**src/rtl/scalar_writeback_arbiter_pkg.sv**
```systemverilog
// Shared types for the scalar writeback arbiter: register index width and the
// entry format used by the load queue, the write port and the optional bypass.
package scalar_writeback_arbiter_pkg;

  localparam int SWB_REG_IDX_WIDTH = 7;
  localparam int SWB_VALUE_WIDTH   = 32;

  typedef struct packed {
    logic [SWB_REG_IDX_WIDTH-1:0] idx;
    logic [SWB_VALUE_WIDTH-1:0]   value;
    logic                         live;
  } scalar_wb_t;

  // A live entry aimed at register r is made stale by a younger ALU write to r.
  function automatic logic entry_hits_reg(input scalar_wb_t e,
                                          input logic [SWB_REG_IDX_WIDTH-1:0] r);
    return e.live && (e.idx == r);
  endfunction

endpackage

```
**src/rtl/scalar_writeback_arbiter_wb_fifo.sv**
```systemverilog
// scalar_wb_fifo: load-result queue with per-entry live bits that a concurrent
// ALU write can clear by register index.
module scalar_wb_fifo
  import scalar_writeback_arbiter_pkg::*;
#(
  parameter  int DEPTH = 4,
  localparam int PTR_W = $clog2(DEPTH),
  localparam int CNT_W = PTR_W + 1
) (
  input  logic                         clk,
  input  logic                         reset,
  input  logic                         push_i,
  input  scalar_wb_t                   push_entry_i,
  input  logic                         pop_i,
  input  logic                         kill_valid_i,
  input  logic [SWB_REG_IDX_WIDTH-1:0] kill_reg_i,
  output scalar_wb_t                   head_o,
  output logic [CNT_W-1:0]             count_o,
  output logic [CNT_W-1:0]             count_next_o,
  output logic                         empty_o
);

  scalar_wb_t       entries_q [DEPTH];
  scalar_wb_t       entries_d [DEPTH];
  logic [PTR_W-1:0] rd_ptr_q, rd_ptr_d;
  logic [PTR_W-1:0] wr_ptr_q, wr_ptr_d;
  logic [CNT_W-1:0] count_q, count_d;
  logic [DEPTH-1:0] kill_vec_s;

  // Entries hit by this cycle's ALU write.
  always_comb begin
    kill_vec_s = '0;
    for (int i = 0; i < DEPTH; i++) begin
      kill_vec_s[i] = kill_valid_i && entry_hits_reg(entries_q[i], kill_reg_i);
    end
  end

  // Next storage, pointers and count; a push lands after the kill, so a load
  // accepted alongside an ALU write to the same register stays live.
  always_comb begin
    entries_d = entries_q;
    for (int i = 0; i < DEPTH; i++) begin
      if (kill_vec_s[i]) begin
        entries_d[i].live = 1'b0;
      end else begin
        entries_d[i].live = entries_q[i].live;
      end
    end
    if (push_i) begin
      entries_d[wr_ptr_q] = push_entry_i;
    end else begin
      entries_d[wr_ptr_q] = entries_d[wr_ptr_q];
    end
    wr_ptr_d = push_i ? wr_ptr_q + PTR_W'(1) : wr_ptr_q;
    rd_ptr_d = pop_i  ? rd_ptr_q + PTR_W'(1) : rd_ptr_q;
    count_d  = count_q + {{PTR_W{1'b0}}, push_i} - {{PTR_W{1'b0}}, pop_i};
  end

  // State registers.
  always_ff @(posedge clk or negedge reset) begin
    if (!reset) begin
      for (int i = 0; i < DEPTH; i++) begin
        entries_q[i] <= '0;
      end
      rd_ptr_q <= '0;
      wr_ptr_q <= '0;
      count_q  <= '0;
    end else begin
      entries_q <= entries_d;
      rd_ptr_q  <= rd_ptr_d;
      wr_ptr_q  <= wr_ptr_d;
      count_q   <= count_d;
    end
  end

  assign head_o       = entries_q[rd_ptr_q];
  assign count_o      = count_q;
  assign count_next_o = count_d;
  assign empty_o      = (count_q == '0);

endmodule

```
**src/rtl/scalar_writeback_arbiter.sv**
```systemverilog
// Scalar register-file write-port arbiter: ALU results always win, loads queue
// and drain in ALU bubbles. Optional bypass ports under SCALAR_WB_BYPASS_EN.
module scalar_writeback_arbiter
  import scalar_writeback_arbiter_pkg::*;
#(
  parameter int REG_IDX_WIDTH   = SWB_REG_IDX_WIDTH,
  parameter int LOAD_FIFO_DEPTH = 4
) (
  input  logic                     clk,
  input  logic                     reset,
  input  logic                     ex_result_valid,
  input  logic [REG_IDX_WIDTH-1:0] ex_result_reg,
  input  logic [31:0]              ex_result_value,
  input  logic                     mem_result_valid,
  output logic                     mem_result_ready,
  input  logic [REG_IDX_WIDTH-1:0] mem_result_reg,
  input  logic [31:0]              mem_result_value,
  output logic                     wb_suspend_issue,
  output logic [REG_IDX_WIDTH-1:0] wb_writeback_reg,
  output logic [31:0]              wb_writeback_value,
  output logic                     wb_enable_scalar_writeback
`ifdef SCALAR_WB_BYPASS_EN
  ,
  output logic                     wb_bypass_valid,
  output logic [REG_IDX_WIDTH-1:0] wb_bypass_reg,
  output logic [31:0]              wb_bypass_value
`endif
);

  localparam int CNT_W = $clog2(LOAD_FIFO_DEPTH) + 1;

  scalar_wb_t       wb_q, wb_d;
  logic             suspend_q, suspend_d;
  scalar_wb_t       ex_entry_s, mem_entry_s, head_s;
  logic [CNT_W-1:0] count_s, count_next_s;
  logic             empty_s, handshake_s, push_s, pop_s;

  assign ex_entry_s  = '{idx: SWB_REG_IDX_WIDTH'(ex_result_reg),
                         value: ex_result_value, live: 1'b1};
  assign mem_entry_s = '{idx: SWB_REG_IDX_WIDTH'(mem_result_reg),
                         value: mem_result_value, live: 1'b1};

  // Ready depends only on stored count, so it never looks at ex_result_valid.
  assign mem_result_ready = (count_s < CNT_W'(LOAD_FIFO_DEPTH));
  assign handshake_s      = mem_result_valid && mem_result_ready;

  scalar_wb_fifo #(.DEPTH(LOAD_FIFO_DEPTH)) u_fifo (
    .clk          (clk),
    .reset        (reset),
    .push_i       (push_s),
    .push_entry_i (mem_entry_s),
    .pop_i        (pop_s),
    .kill_valid_i (ex_result_valid),
    .kill_reg_i   (ex_entry_s.idx),
    .head_o       (head_s),
    .count_o      (count_s),
    .count_next_o (count_next_s),
    .empty_o      (empty_s)
  );

  // Write-port selection: ALU, then queue head (dead heads pop silently), then
  // empty-queue load bypass; an idle cycle holds reg/value with enable low.
  always_comb begin
    wb_d      = '{idx: wb_q.idx, value: wb_q.value, live: 1'b0};
    push_s    = 1'b0;
    pop_s     = 1'b0;
    suspend_d = (count_next_s >= CNT_W'(LOAD_FIFO_DEPTH - 1));
    if (ex_result_valid) begin
      wb_d   = ex_entry_s;
      push_s = handshake_s;
    end else if (!empty_s) begin
      pop_s  = 1'b1;
      push_s = handshake_s;
      if (head_s.live) begin
        wb_d = head_s;
      end else begin
        wb_d.live = 1'b0;
      end
    end else if (handshake_s) begin
      wb_d = mem_entry_s;
    end else begin
      wb_d.live = 1'b0;
    end
  end

  // Registered write port and issue throttle.
  always_ff @(posedge clk or negedge reset) begin
    if (!reset) begin
      wb_q      <= '0;
      suspend_q <= 1'b0;
    end else begin
      wb_q      <= wb_d;
      suspend_q <= suspend_d;
    end
  end

  assign wb_enable_scalar_writeback = wb_q.live;
  assign wb_writeback_reg           = REG_IDX_WIDTH'(wb_q.idx);
  assign wb_writeback_value         = wb_q.value;
  assign wb_suspend_issue           = suspend_q;

`ifdef SCALAR_WB_BYPASS_EN
  assign wb_bypass_valid = wb_q.live;
  assign wb_bypass_reg   = REG_IDX_WIDTH'(wb_q.idx);
  assign wb_bypass_value = wb_q.value;
`endif

endmodule

```
**config.mk**
```make
export PLATFORM = sky130hd
export DESIGN_NAME = scalar_writeback_arbiter
export DESIGN_NICKNAME = d
export VERILOG_FILES = /design/src/rtl/scalar_writeback_arbiter_pkg.sv /design/src/rtl/scalar_writeback_arbiter_wb_fifo.sv /design/src/rtl/scalar_writeback_arbiter.sv
export SDC_FILE = /design/constraint.sdc
export NUM_CORES = 1
export LEC_CHECK = 0
export CAP_MARGIN = 40
export CORE_MARGIN = 2
export CORE_UTILIZATION = 40
export CTS_CLUSTER_DIAMETER = 80
export CTS_CLUSTER_SIZE = 8
export DETAILED_ROUTE_END_ITERATION = 10
export GPL_TIMING_DRIVEN = 0
export SLEW_MARGIN = 10
export SYNTH_ARGS = -nofsm -noshare
export SYNTH_HDL_FRONTEND = slang
export SYNTH_SLANG_ARGS = --single-unit
```
**constraint.sdc**
```tcl
create_clock -name clk -period 7.6 [get_ports clk]
set_clock_uncertainty 0.1 [all_clocks]
set_input_delay 1.9 -clock clk [delete_from_list [all_inputs] [get_ports clk]]
set_output_delay 1.9 -clock clk [all_outputs]
set_load 0.05 [all_outputs]
```
==> qor.csv <==
metric;value;unit
avgSynthCellArea;11.3;um2
switching_share;43.9;%
wl_met1;13.4;mm
worstHoldPathCells;2;
max-vdd-ir-drop;0.239;mV
io_buffers;116;
max_freq;204;MHz
cts_sinks;208;
wl_met2;14.9;mm
path_buf_inv;5;
cp_max_fo;10;
vias;8299;
cts_resized;0;
critPathTopFamily;buffers and inverters;
cts_buffers;29;
power-per-cell-area;489;nW/um2
p_leak;0.00469;uW
die_width;166;um
syn2layout_area_growth;22.5;%
synthesis.yosys.warnings;0;
drtIter0Drc;828;
firstDrtPassIters;9;
drc;0;
synth_top_flop_cell;dfrtp_1;
wl_per_cell;22.2;um
synth_fa_ha_area_share;0.904;%
path_cells;clkdlybuf4s50_1, buf_2, nor2_1, clkbuf_1, ha_1, inv_1, ha_1, inv_1, fa_1, xnor2_1, xnor2_1, a21o_1;
hold_buffers;0;
wirelength;31.4;mm
insertion_delay;540;ps
viasPerCell;5.88;
final-max-slew-violation-count;0;
drv_cap;0;
synth_cell_types;30;
p_int;3540;uW
antenna_found_initial;0;
num_antenna_cells;0;
post_cts_buffers;0;
r2r_cells;11;
cts_tree;built;
synthesis.area;10500;um2
hp-class;reg2reg;
largest_reg_flops;160;
min_period;4890;ps
dieArea;27600;um2
seq_power_share;29.8;%
regArea;5200;um2
syn_nets;1019;
synth-seq-cells;208;
io_pins;124;
grt_pass1_vias;8806;
path_class;in2reg;
hold_violations;0;
outcome;finished, final reports clean;
slew-limit-headroom;44.2;%
nets;1168;
endpoint_kind;register;
layout-drive-gt1-share;12.3;%
cts.clk_slew.worst_paths;50;ps
cts_buffer_depth;3;
synth_edf_count;0;
initial_core_util;40.6;%
multi_input_area;4890;um2
ant_nets;0;
cp_slowest_stage_delay;620;ps
grt_pass1_wl;49.9;mm
setup_tns;0;ps
placementRows;59;
switchingPower;2770;uW
cp.arrival;5220;ps
grtUsageTotal;23.0;%
overflow;0;
top_layer;met4;
synth_top_family_by_area;multiplexers;
p_clk_share;17.6;%
fin_crit_sh;64.4;%
report.final.setup_viol;0;
start_kind;input pin;
place_ws;2240;ps
utilization;49.7;%
async_reset_ff_share;100;%
synth.area.mux_share;20.6;%
worst_slew_pin_slew;837;ps
grt_max_degree;106;
fin_ws;2710;ps
root_buffer;clkbuf_16;
place_hpwl;20.9;mm
synth_compound_area_share;14.1;%
synthCells;930;
ys_seq_area_share;49.5;%
wl_met3;2.44;mm
crit_required;7930;ps
cp.depth;12;
fillerInstances;2318;
synth_simple_gate_area_share;8.03;%
die_h;166;um
synthXorXnorAreaFrac;2.75;%
combinationalPowerShare;52.6;%
gp_congestion;0.841;
cpMaxStageDelayCell;clkbuf_1;
coreArea;25900;um2
grt_setup_unrepaired;false;
h-tree-depth;1;
-- final timing paths --
| check | endpoint | slack (ps) | from |
|---|---|---|---|
| setup / recovery | wb_suspend_issue | 2710 | ex_result_valid |
| hold / removal | wb_writeback_value[8] | 430 | wb_writeback_value[8] |
| setup reg to reg | wb_suspend_issue | 4200 | u_fifo.count_o[1] |
| hold reg to reg | wb_writeback_value[8] | 430 | wb_writeback_value[8] |
| max in group asynchronous | wb_writeback_value[15] | 5140 | reset |
| min in group asynchronous | u_fifo.entries_q[64] | 1300 | reset |
-- cell type report --
class | instances | area share [%]
tap | 335 | 3.25
clock buffer | 29 | 5.63
inverter | 12 | 0.350
buffer | 89 | 2.96
multi-input combinational | 621 | 37.9
sequential | 208 | 40.4
timing repair buffer | 118 | 9.48
-- worst reg2reg max path, stage by stage (launching register included) --
cell and delay (ps):
dfrtp_1 470, nor3_1 110, nor2_1 530, clkbuf_1 620, ha_1 360, inv_1 50
ha_1 130, inv_1 50, fa_1 400, xnor2_1 140, xnor2_1 150, a21o_1 160
-- layout by cell type, fill, tap and decap left out, types with 2 or more instances in the layout --
cell             netlist  layout
buf_6                  2       2
o211a_1                2       2
nor2_1               197     197
mux2i_1               39      39
nand4_1                8       8
buf_1                  3       3
clkdlybuf4s50_1        0     115
inv_1                 12      12
nor3_1                 3       3
o21ai_0                2       2
mux4_2                79      79
a222oi_1              39      39
dfrtp_1              208     208
xnor2_1               32      32
o31ai_1                4       4
nand2_1                3       3
buf_16                 0       2
buf_2                 11      11
clkbuf_1              68      68
o211ai_1               3       3
buf_4                  5       5
a21oi_1              195     195
clkbuf_16              0      29
ha_1                   6       6
-- kinds of logic (layout without fill, tap and decap cells) --
group           Yosys count  count (layout)
compound gates          249             249
simple gates            214             214
flops                   208             208
mux                     118             118
buf+inv                 101             248
xor+xnor                 33              33
fa+ha+maj                 7               7
-- through the flow --
stage	cell area (um2)	hold slack [ps]	power [uW]	std cells
2_1_floorplan	10500	401	4160	930
3_3_place_gp	12100	411	5130	1381
3_5_place_dp	12200	421	5200	1383
4_1_cts	12900	434	6330	1412
5_1_grt	12900	450	6690	1412
6_report	12900	427	6310	1412
-- synth_stat cells (all sizes together), types with 2 or more instances --
library cell	count	area, um2
nor3	4	25.0
clkbuf	68	255
a21oi	196	985
buf	21	126
mux2i	39	390
o211a	2	20.0
nand2	3	11.3
dfrtp	208	5200
o31ai	4	30.0
inv	12	45.0
nand4	8	50.1
xnor2	32	280
a222oi	39	390
o211ai	3	22.5
nor2	197	739
o21ai	2	10.0
ha	6	75.1
mux4	79	1780
-- power by group through the flow --
stage / combinational, uW / sequential (uW) / clock, uW
CTS: 3320 / 1880 / 1130
finish: 3310 / 1880 / 1110
global route: 3570 / 1940 / 1180
detailed placement: 3310 / 1890 / 0
global placement: 3260 / 1870 / 0
floorplan: 1960 / 2190 / 0
-- per-layer routing --
layer | up-vias | global-route usage [%]
met1 | 4192 | 31.5
met4 | 0 | 6.50
met5 | - | 0
met2 | 357 | 37.4
li1 | 3703 | -
met3 | 47 | 4.65
No activity file was read; power rests on OpenSTA's default activity.
